[config.mk]
export PLATFORM = sky130hd
export DESIGN_NAME = pe_edc_scheduler
export DESIGN_NICKNAME = d
export VERILOG_FILES = /design/src/rtl/pe_edc_scheduler.sv
export SDC_FILE = /design/constraint.sdc
export NUM_CORES = 1
export LEC_CHECK = 0
export ABC_CLOCK_PERIOD_IN_PS = 2029
export CORE_MARGIN = 2
export CORE_UTILIZATION = 40
export DETAILED_ROUTE_END_ITERATION = 8
export PLACE_DENSITY = 0.75
export SYNTH_ARGS = -nofsm -noshare
export SYNTH_HDL_FRONTEND = slang
export SYNTH_SLANG_ARGS = --single-unit
[constraint.sdc]
create_clock -name clk -period 2.03 [get_ports clk]
set_clock_uncertainty 0.2 [all_clocks]
set_input_delay 0.406 -clock clk [delete_from_list [all_inputs] [get_ports clk]]
set_output_delay 0.406 -clock clk [all_outputs]
set_load 0.05 [all_outputs]
[src/rtl/pe_edc_scheduler.sv]
// pe_edc_scheduler
//
// Sequencing controller for one binary conv/pool/binarize/unpool processing
// element (PE_EDC datapath). For every output kernel it fetches the weight set
// and binarization threshold. It then walks every pooled output position with
// the column innermost, and pulses the element input enable once per window.
// The one-hot unpooled result is registered and handed to the result writer
// over a valid/ready handshake.
//
// Ports:
//   clk, rst_n        clock (rising edge), asynchronous active-low reset
//   start, abort      begin a pass (sampled in IDLE) / abandon the pass
//   cfg_s             comparator mode, latched on an accepted start
//   busy, done        not-IDLE indicator / one-cycle completion pulse
//   w_req, w_kidx     weight/threshold request and its kernel index
//   w_ack             weights and norm_ref_in valid this cycle
//   norm_ref_in       threshold of the current kernel
//   win_req           window request
//   win_row, win_col  address of the requested window
//   win_ack           window data present on the element input
//   pe_in_en          element input enable (COMPUTE only)
//   pe_s              element comparator mode for the whole pass
//   pe_norm_ref       registered threshold
//   pe_data_out       combinational element result
//   res_valid         result valid
//   res_ready         writer accepts the result
//   res_data          registered result
//   res_k/row/col     kernel/row/column tags of the result
module pe_edc_scheduler #(
   parameter int OUT_H         = 8,
   parameter int OUT_W         = 8,
   parameter int N_K           = 64,
   parameter int POOL_H        = 2,
   parameter int POOL_W        = 2,
   parameter int NORMREF_WIDTH = 14,
   localparam int RW = (OUT_H > 1) ? $clog2(OUT_H) : 1,
   localparam int CW = (OUT_W > 1) ? $clog2(OUT_W) : 1,
   localparam int KW = (N_K > 1) ? $clog2(N_K) : 1,
   localparam int PW = POOL_H * POOL_W
) (
   input  logic                     clk,
   input  logic                     rst_n,
   input  logic                     start,
   input  logic                     abort,
   input  logic                     cfg_s,
   output logic                     busy,
   output logic                     done,
   output logic                     w_req,
   output logic [KW-1:0]            w_kidx,
   input  logic                     w_ack,
   input  logic [NORMREF_WIDTH-1:0] norm_ref_in,
   output logic                     win_req,
   output logic [RW-1:0]            win_row,
   output logic [CW-1:0]            win_col,
   input  logic                     win_ack,
   output logic                     pe_in_en,
   output logic                     pe_s,
   output logic [NORMREF_WIDTH-1:0] pe_norm_ref,
   input  logic [PW-1:0]            pe_data_out,
   output logic                     res_valid,
   input  logic                     res_ready,
   output logic [PW-1:0]            res_data,
   output logic [KW-1:0]            res_k,
   output logic [RW-1:0]            res_row,
   output logic [CW-1:0]            res_col
);

   localparam logic [2:0] ST_IDLE    = 3'd0;
   localparam logic [2:0] ST_LOAD_K  = 3'd1;
   localparam logic [2:0] ST_FETCH   = 3'd2;
   localparam logic [2:0] ST_COMPUTE = 3'd3;
   localparam logic [2:0] ST_EMIT    = 3'd4;
   localparam logic [2:0] ST_DONE    = 3'd5;

   logic [2:0]    state;
   logic [2:0]    state_nxt;
   logic [KW-1:0] k_cnt;
   logic [RW-1:0] row_cnt;
   logic [CW-1:0] col_cnt;
   logic          col_last;
   logic          row_last;
   logic          k_last;
   logic          start_ok;
   logic          res_accept;

   assign col_last   = (col_cnt == CW'(OUT_W - 1));
   assign row_last   = (row_cnt == RW'(OUT_H - 1));
   assign k_last     = (k_cnt == KW'(N_K - 1));
   assign start_ok   = (state == ST_IDLE) && start && !abort;
   // A result handshake only counts when abort is not pulling the pass down
   // in the same cycle; abort must leave the counters untouched.
   assign res_accept = (state == ST_EMIT) && res_ready && !abort;

   // Strobes are decoded from the registered state alone so that no input
   // can reach them combinationally.
   assign busy      = (state != ST_IDLE);
   assign done      = (state == ST_DONE);
   assign w_req     = (state == ST_LOAD_K);
   assign win_req   = (state == ST_FETCH);
   assign pe_in_en  = (state == ST_COMPUTE);
   assign res_valid = (state == ST_EMIT);

   // The request addresses are the loop counters themselves, so they stay
   // stable for as long as a request waits for its ack.
   assign w_kidx  = k_cnt;
   assign win_row = row_cnt;
   assign win_col = col_cnt;

   // Next-state selection. Abort overrides every other transition, which
   // also makes a start ignored in the cycle abort is high.
   always_comb begin
      state_nxt = state;
      if (abort) begin
         state_nxt = ST_IDLE;
      end else begin
         case (state)
            ST_IDLE:    if (start) state_nxt = ST_LOAD_K;
            ST_LOAD_K:  if (w_ack) state_nxt = ST_FETCH;
            ST_FETCH:   if (win_ack) state_nxt = ST_COMPUTE;
            ST_COMPUTE: state_nxt = ST_EMIT;
            ST_EMIT: begin
               if (res_ready) begin
                  if (col_last && row_last)
                     state_nxt = k_last ? ST_DONE : ST_LOAD_K;
                  else
                     state_nxt = ST_FETCH;
               end
            end
            ST_DONE:    state_nxt = ST_IDLE;
            default:    state_nxt = ST_IDLE;
         endcase
      end
   end

   // State register. Reset drops straight back to IDLE, even mid-pass.
   always_ff @(posedge clk or negedge rst_n) begin
      if (!rst_n)
         state <= ST_IDLE;
      else
         state <= state_nxt;
   end

   // Loop counters, with the column innermost and the kernel outermost. A
   // wrap of the final position leaves k alone because the pass ends there
   // and the next start clears everything anyway.
   always_ff @(posedge clk or negedge rst_n) begin
      if (!rst_n) begin
         k_cnt   <= '0;
         row_cnt <= '0;
         col_cnt <= '0;
         pe_s    <= 1'b0;
      end else if (start_ok) begin
         k_cnt   <= '0;
         row_cnt <= '0;
         col_cnt <= '0;
         pe_s    <= cfg_s;
      end else if (res_accept) begin
         if (!col_last) begin
            col_cnt <= col_cnt + CW'(1);
         end else begin
            col_cnt <= '0;
            if (!row_last) begin
               row_cnt <= row_cnt + RW'(1);
            end else begin
               row_cnt <= '0;
               if (!k_last)
                  k_cnt <= k_cnt + KW'(1);
            end
         end
      end
   end

   // The threshold is only taken on an acknowledged kernel load, so it is
   // constant across all the positions of one kernel.
   always_ff @(posedge clk or negedge rst_n) begin
      if (!rst_n)
         pe_norm_ref <= '0;
      else if ((state == ST_LOAD_K) && w_ack && !abort)
         pe_norm_ref <= norm_ref_in;
   end

   // The result and its tags are snapshotted at the end of the single
   // COMPUTE cycle. From then on the element output is free to change while
   // the writer stalls.
   always_ff @(posedge clk or negedge rst_n) begin
      if (!rst_n) begin
         res_data <= '0;
         res_k    <= '0;
         res_row  <= '0;
         res_col  <= '0;
      end else if ((state == ST_COMPUTE) && !abort) begin
         res_data <= pe_data_out;
         res_k    <= k_cnt;
         res_row  <= row_cnt;
         res_col  <= col_cnt;
      end
   end

endmodule

==> results_dict.tcl, run 1 <==
set metrics [dict create \
    outcome "completed" \
    p_int_w 0.00198 \
    fmax_mhz 506 \
    clock-root-buffer "clkbuf_8" \
    drive_above_1_share_pct 52.5 \
    arrival_ps 1370 \
    grt_antenna_before_repair 0 \
    ys_ff_latch 46 \
    crit_fanout 5 \
    ctsLongestPathBuffers 2 \
    synth_commonest_cells "dfrtp_1 (46), mux2_2 (31), a21oi_1 (12), nor2_1 (8), nand2_1 (7)" \
    area_growth_pct 52.7 \
    die_area_um2 5870 \
    crit_path_end_kind "primary output" \
    grt_pass1_vias 1684 \
    grtUsageTotal_pct 17.1 \
    drt_iter0_markers 95 \
    synth.avg_cell_area_um2 12.5 \
    routabilityCongestion 0.843 \
    grt_max_degree 47 \
    maxSlewViolCount 0 \
    h-tree-depth 2 \
    yosysTopAreaCell "dfrtp_1" \
    ir_worst_vdd_uv 869 \
    vias 1693 \
    nNetsFinal 295 \
    cts_num_sinks 46 \
    slew_headroom_pct 73.6 \
    netlist_instances 169 \
    final.period_utilization_pct 97.3 \
    p_clk_share_pct 15.7 \
    fin_util_pct 63.1 \
    grt_setup_unrepaired "no" \
    fp.dieW_um 76.6 \
    syn_area_um2 2110 \
    rows 26 \
    p_leak_nw 1.50 \
    combPwrFrac_pct 48.6 \
    gr-total-overflow 0 \
    async_flop_share_pct 100 \
    power_density_nw_per_um2 1080 \
    hold_viol_final 0 \
    synthDistinctLibCells 35 \
    power_frac_seq_pct 35.7 \
    p_switching_w 0.00149 \
    ys_warn_count 0 \
    numCtsBuffers 5 \
    dp_cells 324 \
    swShare_pct 43.0 \
    maxCapViolCount 0 \
    ios 75 \
    portBuffers 74 \
    num-fill-cells 423 \
    start_util_pct 41.3 \
    critPathKind "reg -> out" \
    final_cell_count_no_fill 335 \
    worst_setup_path_start_kind "flip-flop" \
    yosys-top-cells-area "dfrtp_1 (55%), mux2_2 (17%), ha_1 (3.0%)" \
    insertion_delay_ps 290 \
    max_slew.worst_pin.slew_ps 393 \
    synth_top_cell_area_share_pct 54.5 \
    drt-vias-per-instance 5.05 \
    setup_viol 0 \
    die_h_um 76.6 \
    synthFlopType "dfrtp_1" \
    wire_per_inst_um 14.4 \
    cts_tree "built" \
    grt_pass1_wl_um 7940 \
    synth-edff-count 0 \
    detail_route.first_pass.iterations 4 \
    total_power_w 0.00347 \
    syn_nets 200 \
    dp_hpwl_um 3540 \
    hold_path.class "reg -> reg" \
    worstPathRequired_ps 1420 \
    drt.antenna.violating_nets 0 \
    antenna-diode-count 0 \
    synth_most_common_cell "dfrtp_1" \
    drcViolationCount 0 \
    wirelength_um 4830 \
    fp.coreArea_um2 5110 \
    min_period_ps 1970 \
    synth_seq_area_share_pct 54.5 \
    path_clk_slew_ps 80 \
]
-- worst max-delay path, cell delays in order (launching register included) --
cell,delay [ps]
dfrtp_2,460
buf_4,180
nor3b_4,260
buf_12,180
-- logic make-up after synthesis --
kind of cell	after synthesis	share of synthesized area, %
compound gates	29	8.66
fa+ha+maj	5	2.96
buf+inv	15	4.86
flops	46	54.5
mux	31	16.5
simple gates	43	12.4
-- path summary, 6_finish.rpt --
kind | start | endpoint | slack, ps | cells after the start
setup / recovery | state[0] | win_req | 60 | 3
hold / removal | pe_norm_ref[2] | pe_norm_ref[2] | 310 | 1
setup reg to reg | state[1] | w_kidx[3] | 70 | 6
hold reg to reg | pe_norm_ref[2] | pe_norm_ref[2] | 310 | 1
max in group asynchronous | rst_n | win_col[2] | 980 | 3
min in group asynchronous | rst_n | res_k[1] | 410 | 3
-- flip-flops by register name, indices dropped and copies added, names as in the netlist --
register,flops
w_kidx,6
pe_norm_ref,14
res_data,4
res_k,6
pe_s,1
win_row,3
state,3
win_col,3
res_col,3
res_row,3
-- metal layers --
layer | share of wire [%] | routed length (um) | global-route usage [%] | up-vias
met1 | 42 | 2050 | 20.9 | 826
met5 | 0 | 0 | 0 | -
li1 | - | - | - | 807
met2 | 50 | 2410 | 27.6 | 53
met3 | 6.0 | 290 | 5.33 | 7
met4 | 1.7 | 82 | 7.82 | 0
-- power by group through the flow --
stage	clock (W)	sequential [W]	combinational [W]
after CTS	0.000571	0.00123	0.00169
after floorplan	0	0.00186	0.000502
after detailed placement	0	0.00125	0.00168
final	0.000547	0.00124	0.00169
after global routing	0.000605	0.00127	0.00176
after global placement	0	0.00125	0.00166
-- layout by cell type, fill, tap and decap left out, drive strengths merged, types with 2 or more instances in the layout --
| cell | instances |
|---|---|
| and3 | 3 |
| mux2 | 31 |
| nand3 | 3 |
| nor3 | 3 |
| nor2 | 8 |
| nand2 | 7 |
| or3 | 3 |
| clkbuf | 7 |
| o31ai | 5 |
| nor3b | 3 |
| o21ai | 4 |
| a21oi | 12 |
| dfrtp | 46 |
| or4 | 5 |
| nand3b | 2 |
| inv | 5 |
| ha | 5 |
| clkdlybuf4s50 | 24 |
| a22o | 2 |
| buf | 73 |
-- repair_timing --
| action | in CTS | in global routing |
|---|---|---|
| hold endpoints to repair | 46 | 0 |
| pin swaps | 1 | 2 |
| buffers inserted | 1 | 1 |
| endpoints found under the setup margin | 3 | 7 |
| resized for setup | 2 | 6 |
| hold buffers | 1 | 0 |
-- area by class of cell --
type                       count  area, um^2  share of cell area [%]
timing repair buffer          98         883                    27.4
inverter                       5        18.8                   0.582
sequential                    46        1160                    36.1
clock inverter                 1        7.51                   0.233
multi-input combinational    108         985                    30.6
clock buffer                   7        76.3                    2.37
tap                           70        87.6                    2.72
-- stage by stage --
step                      setup TNS [ps]  setup WS, ps  hold slack [ps]  area (um^2)
after detailed placement           -1080         -86.1              207         3090
final                                  0          55.0              311         3220
after CTS                          -30.0         -30.0              314         3200
after floorplan                    -1990          -173            -89.6         2230
after global routing                   0          1.06              324         3220
after global placement              -148         -54.1              206         3090
No activity file was read; power rests on OpenSTA's default activity.
==> run 2: changes to the inputs <==
- CORE_ASPECT_RATIO: unset -> 1.2
- SKIP_CTS_REPAIR_TIMING: unset -> 1
==> results_dict.tcl, run 2 (synthesis gave the netlist of run 1 again) <==
set metrics [dict create \
    ios 75 \
    largest-register "pe_norm_ref" \
    layout_commonest_cell "buf_4" \
    largest_reg_flops 14 \
    drt.antenna.violating_nets 0 \
    worstPathRequired_ps 1420 \
    vias 1676 \
    placed_area_um2 3050 \
    mostFrequentLayoutCells "buf_4 (63), dfrtp_1 (37), mux2_2 (31)" \
    routabilityCongestion 0.842 \
    path_clk_slew_ps 80 \
    hold_viol_final 0 \
    drive_above_1_share_pct 51.0 \
    slew_headroom_pct 75.0 \
    antenna-diode-count 0 \
    ir_worst_vdd_uv 648 \
    outcome "completed" \
    numCtsBuffers 5 \
    start_util_pct 42.1 \
    ctsLongestPathBuffers 2 \
    p_int_w 0.00202 \
    area_growth_pct 51.7 \
    maxSlewViolCount 0 \
    setup_viol 0 \
    combPwrFrac_pct 48.5 \
    layout.area.seq_um2 1160 \
    highest_layer "met4" \
    num-fill-cells 402 \
    die_area_um2 5880 \
    arrival_ps 1400 \
    grt_antenna_before_repair 0 \
    drt-vias-per-instance 5.19 \
    grt_pass1_vias 1575 \
    max_slew.worst_pin.slew_ps 375 \
    dr_wl_met2_um 2580 \
    drt_iter0_markers 70 \
    p_clk_share_pct 16.4 \
    portBuffers 74 \
    rows 28 \
    min_period_ps 2010 \
    grt_max_degree 33 \
    worst_setup_path_start_kind "flip-flop" \
    crit_fanout 9 \
    grt_pass1_wl_um 7800 \
    drcViolationCount 0 \
    swShare_pct 42.5 \
    final.period_utilization_pct 99.0 \
    power_density_nw_per_um2 1100 \
    detail_route.first_pass.iterations 4 \
    hold_path.class "reg -> reg" \
    p_switching_w 0.00149 \
    maxCapViolCount 0 \
    fp.dieW_um 70.3 \
    setup_slack_ps 20.1 \
    cts_tree "built" \
    h-tree-depth 2 \
    final_cell_area_um2 3200 \
    fin_util_pct 63.9 \
    nNetsFinal 293 \
    post-place-ws_ps -178 \
    wirelength_um 4930 \
    cts_num_sinks 46 \
    p_leak_nw 1.51 \
    gr-total-overflow 0 \
    power_frac_seq_pct 35.1 \
    fp.coreArea_um2 5010 \
    clock-root-buffer "clkbuf_8" \
    critPathKind "reg -> out" \
    total_power_w 0.00352 \
    dp_hpwl_um 3580 \
    fmax_mhz 498 \
    grtUsageTotal_pct 16.5 \
    crit_path_end_kind "primary output" \
    wire_per_inst_um 15.3 \
    multi_input_area_um2 988 \
    insertion_delay_ps 290 \
    wl_met1_um 2160 \
    die_h_um 83.6 \
    wl_met3_um 160 \
]
run 2: changes by cell type in the layout (fill, tap and decap cells not counted), sizes merged:
cell / delta
buf: -2
clkbuf: +1
clkinvlp: -1
run 2: path summary, 6_finish.rpt:
check                      depth (start not counted)     start              to  slack, ps
setup / recovery                                   3  state[1]       res_valid         20
hold / removal                                     1  res_k[4]        res_k[4]        310
setup reg to reg                                   5  state[1]       w_kidx[5]         40
hold reg to reg                                    1  res_k[4]        res_k[4]        310
max in group asynchronous                          3     rst_n        state[1]        740
min in group asynchronous                          2     rst_n  pe_norm_ref[6]        370
run 2: power by group through the flow:
stage                     clock network [W]  registers, W  logic, W
after detailed placement                  0       0.00125   0.00168
after global placement                    0       0.00124   0.00167
after global routing               0.000636       0.00127   0.00178
final                              0.000576       0.00124   0.00171
after floorplan                           0       0.00186  0.000502
after CTS                          0.000593       0.00123   0.00168
run 2: critical path, cell delays in order, from the launching register on:
cell and delay [ps]:
dfrtp_2 500, nor3b_4 290, buf_4 190, buf_12 130
run 2: final cells by class:
type                    instances  share of cell area, %
clock buffers                   8                   2.81
inverters                       5                  0.586
multi-input cells             108                   30.9
flip-flops and latches         46                   36.3
well taps                      60                   2.34
repair buffers                 96                   27.1
run 2: per-stage QoR:
step	TNS, ps	hold WS, ps	std cells
final	0	311	323
after CTS	-83.5	-170	319
after detailed placement	-2790	144	311
after global placement	-2230	137	311
after global routing	-10.3	328	323
after floorplan	-1990	-89.6	169
run 2: metal layers:
metal	GRT usage [%]	vias to the layer above
met5	0	-
met4	4.72	0
met3	3.14	2
met2	26.8	34
met1	22.2	848
li1	-	792
==> run 3: changes to the inputs <==
- MAX_ROUTING_LAYER: unset -> met4
==> results_dict.tcl, run 3 (synthesis gave the netlist of run 1 again) <==
set metrics [dict create \
    fin_util_pct 63.9 \
    reg2reg_from "state[1]" \
    arrival_ps 1400 \
    grt_max_degree 33 \
    fp.coreArea_um2 5010 \
    ctsLongestPathBuffers 2 \
    drive_above_1_share_pct 51.0 \
    path_buf_inv 2 \
    final.period_utilization_pct 99.0 \
    wl_met3_um 131 \
    drt.antenna.violating_nets 0 \
    cts_tree "built" \
    die_area_um2 5880 \
    min_to "res_k[4]" \
    critPathTopFamily "flip-flops" \
    dp_hpwl_um 3580 \
    insertion_delay_ps 290 \
    hold_path.class "reg -> reg" \
    grt_pass1_vias 1576 \
    crit_path_cell_trace "nor3b_4 > buf_4 > buf_12" \
    min_period_ps 2010 \
    worstPathRequired_ps 1420 \
    area_growth_pct 51.7 \
    grt_pass1_wl_um 7810 \
    outcome "completed" \
    h-tree-depth 2 \
    timing.rr.end "w_kidx[5]" \
    setup_viol 0 \
    rows 28 \
    reg2reg_setup_slack_ps 40 \
    start_util_pct 42.1 \
    dr_wl_met2_um 2560 \
    detail_route.first_pass.iterations 4 \
    hold_depth 1 \
    maxSlewViolCount 0 \
    layout_commonest_cell "buf_4" \
    max_stage_delay_ps 490 \
    grtUsageTotal_pct 16.9 \
    cts_num_sinks 46 \
    wl_met1_um 2170 \
    ios 75 \
    cp_slowest_cell "dfrtp_2" \
    clock-root-buffer "clkbuf_8" \
    max_slew.worst_pin.slew_ps 370 \
    nNetsFinal 293 \
    fp.dieW_um 70.3 \
    die_h_um 83.6 \
    portBuffers 74 \
    wirelength_um 4920 \
    gr-total-overflow 0 \
    antenna-diode-count 0 \
    ir_worst_vdd_uv 648 \
    wire_per_inst_um 15.2 \
    fmax_mhz 497 \
    drt_iter0_markers 82 \
    fin_hold_ws_ps 311 \
    vias 1673 \
    hold_start "res_k[4]" \
    path_clk_slew_ps 80 \
    drt-vias-per-instance 5.18 \
    worstRegToRegCells 5 \
    maxCapViolCount 0 \
    p_leak_nw 1.51 \
    routabilityCongestion 0.855 \
    largest_reg_flops 14 \
    largest-register "pe_norm_ref" \
    crit_fanout 9 \
    layout.area.seq_um2 1160 \
    slew_headroom_pct 75.3 \
    worst_setup_path_start_kind "flip-flop" \
    num-fill-cells 402 \
    numCtsBuffers 5 \
    grt_antenna_before_repair 0 \
    critPathKind "reg -> out" \
    drcViolationCount 0 \
    crit_path_end_kind "primary output" \
    multi_input_area_um2 988 \
    highest_layer "met4" \
    hold_viol_final 0 \
    mostFrequentLayoutCells "buf_4 (63), dfrtp_1 (37), mux2_2 (31)" \
    power_density_nw_per_um2 1100 \
]
-- run 3: cell counts in the layout (fill, tap and decap cells not counted) --
No cell type changed its count.
-- run 3: metrics by stage --
step	total power (W)	area (um^2)	setup TNS (ps)	setup WS [ps]	std cells
global placement	0.00291	3050	-2230	-134	311
finish	0.00352	3200	0	19.8	323
CTS	0.00351	3140	-83.5	-49.2	319
detailed placement	0.00293	3050	-2790	-178	311
global route	0.00368	3200	-10.3	-5.45	323
floorplan	0.00237	2230	-1990	-173	169
-- run 3: power by group --
group	total [W]	internal (W)	leakage, nW	switching [W]
clock	0.000575	0.000278	0.0455	0.000297
sequential	0.00123	0.00111	0.593	0.000121
combinational	0.00171	0.000631	0.873	0.00108
-- run 3: worst max-delay path by stage --
stage / slack, ps / cells after the start / end / start
floorplan: -170 / 6 / w_kidx[4] / state[0]
global placement: -130 / 4 / w_kidx[3] / abort
detailed placement: -180 / 4 / w_kidx[3] / abort
CTS: -50 / 3 / res_valid / state[1]
global route: -5 / 3 / res_valid / state[1]
finish: 20 / 3 / res_valid / state[1]
-- run 3: per-layer routing --
| layer | track usage, % | vias to the layer above |
|---|---|---|
| met5 | - | - |
| met4 | 4.72 | 0 |
| met3 | 3.02 | 4 |
| met2 | 26.8 | 27 |
| met1 | 22.3 | 849 |
| li1 | - | 793 |
-- run 3: area by class of cell --
cell class	count	area share [%]
clock buffer	8	2.81
multi-input combinational	108	30.9
tap	60	2.34
sequential	46	36.3
timing repair buffer	96	27.1
inverter	5	0.586
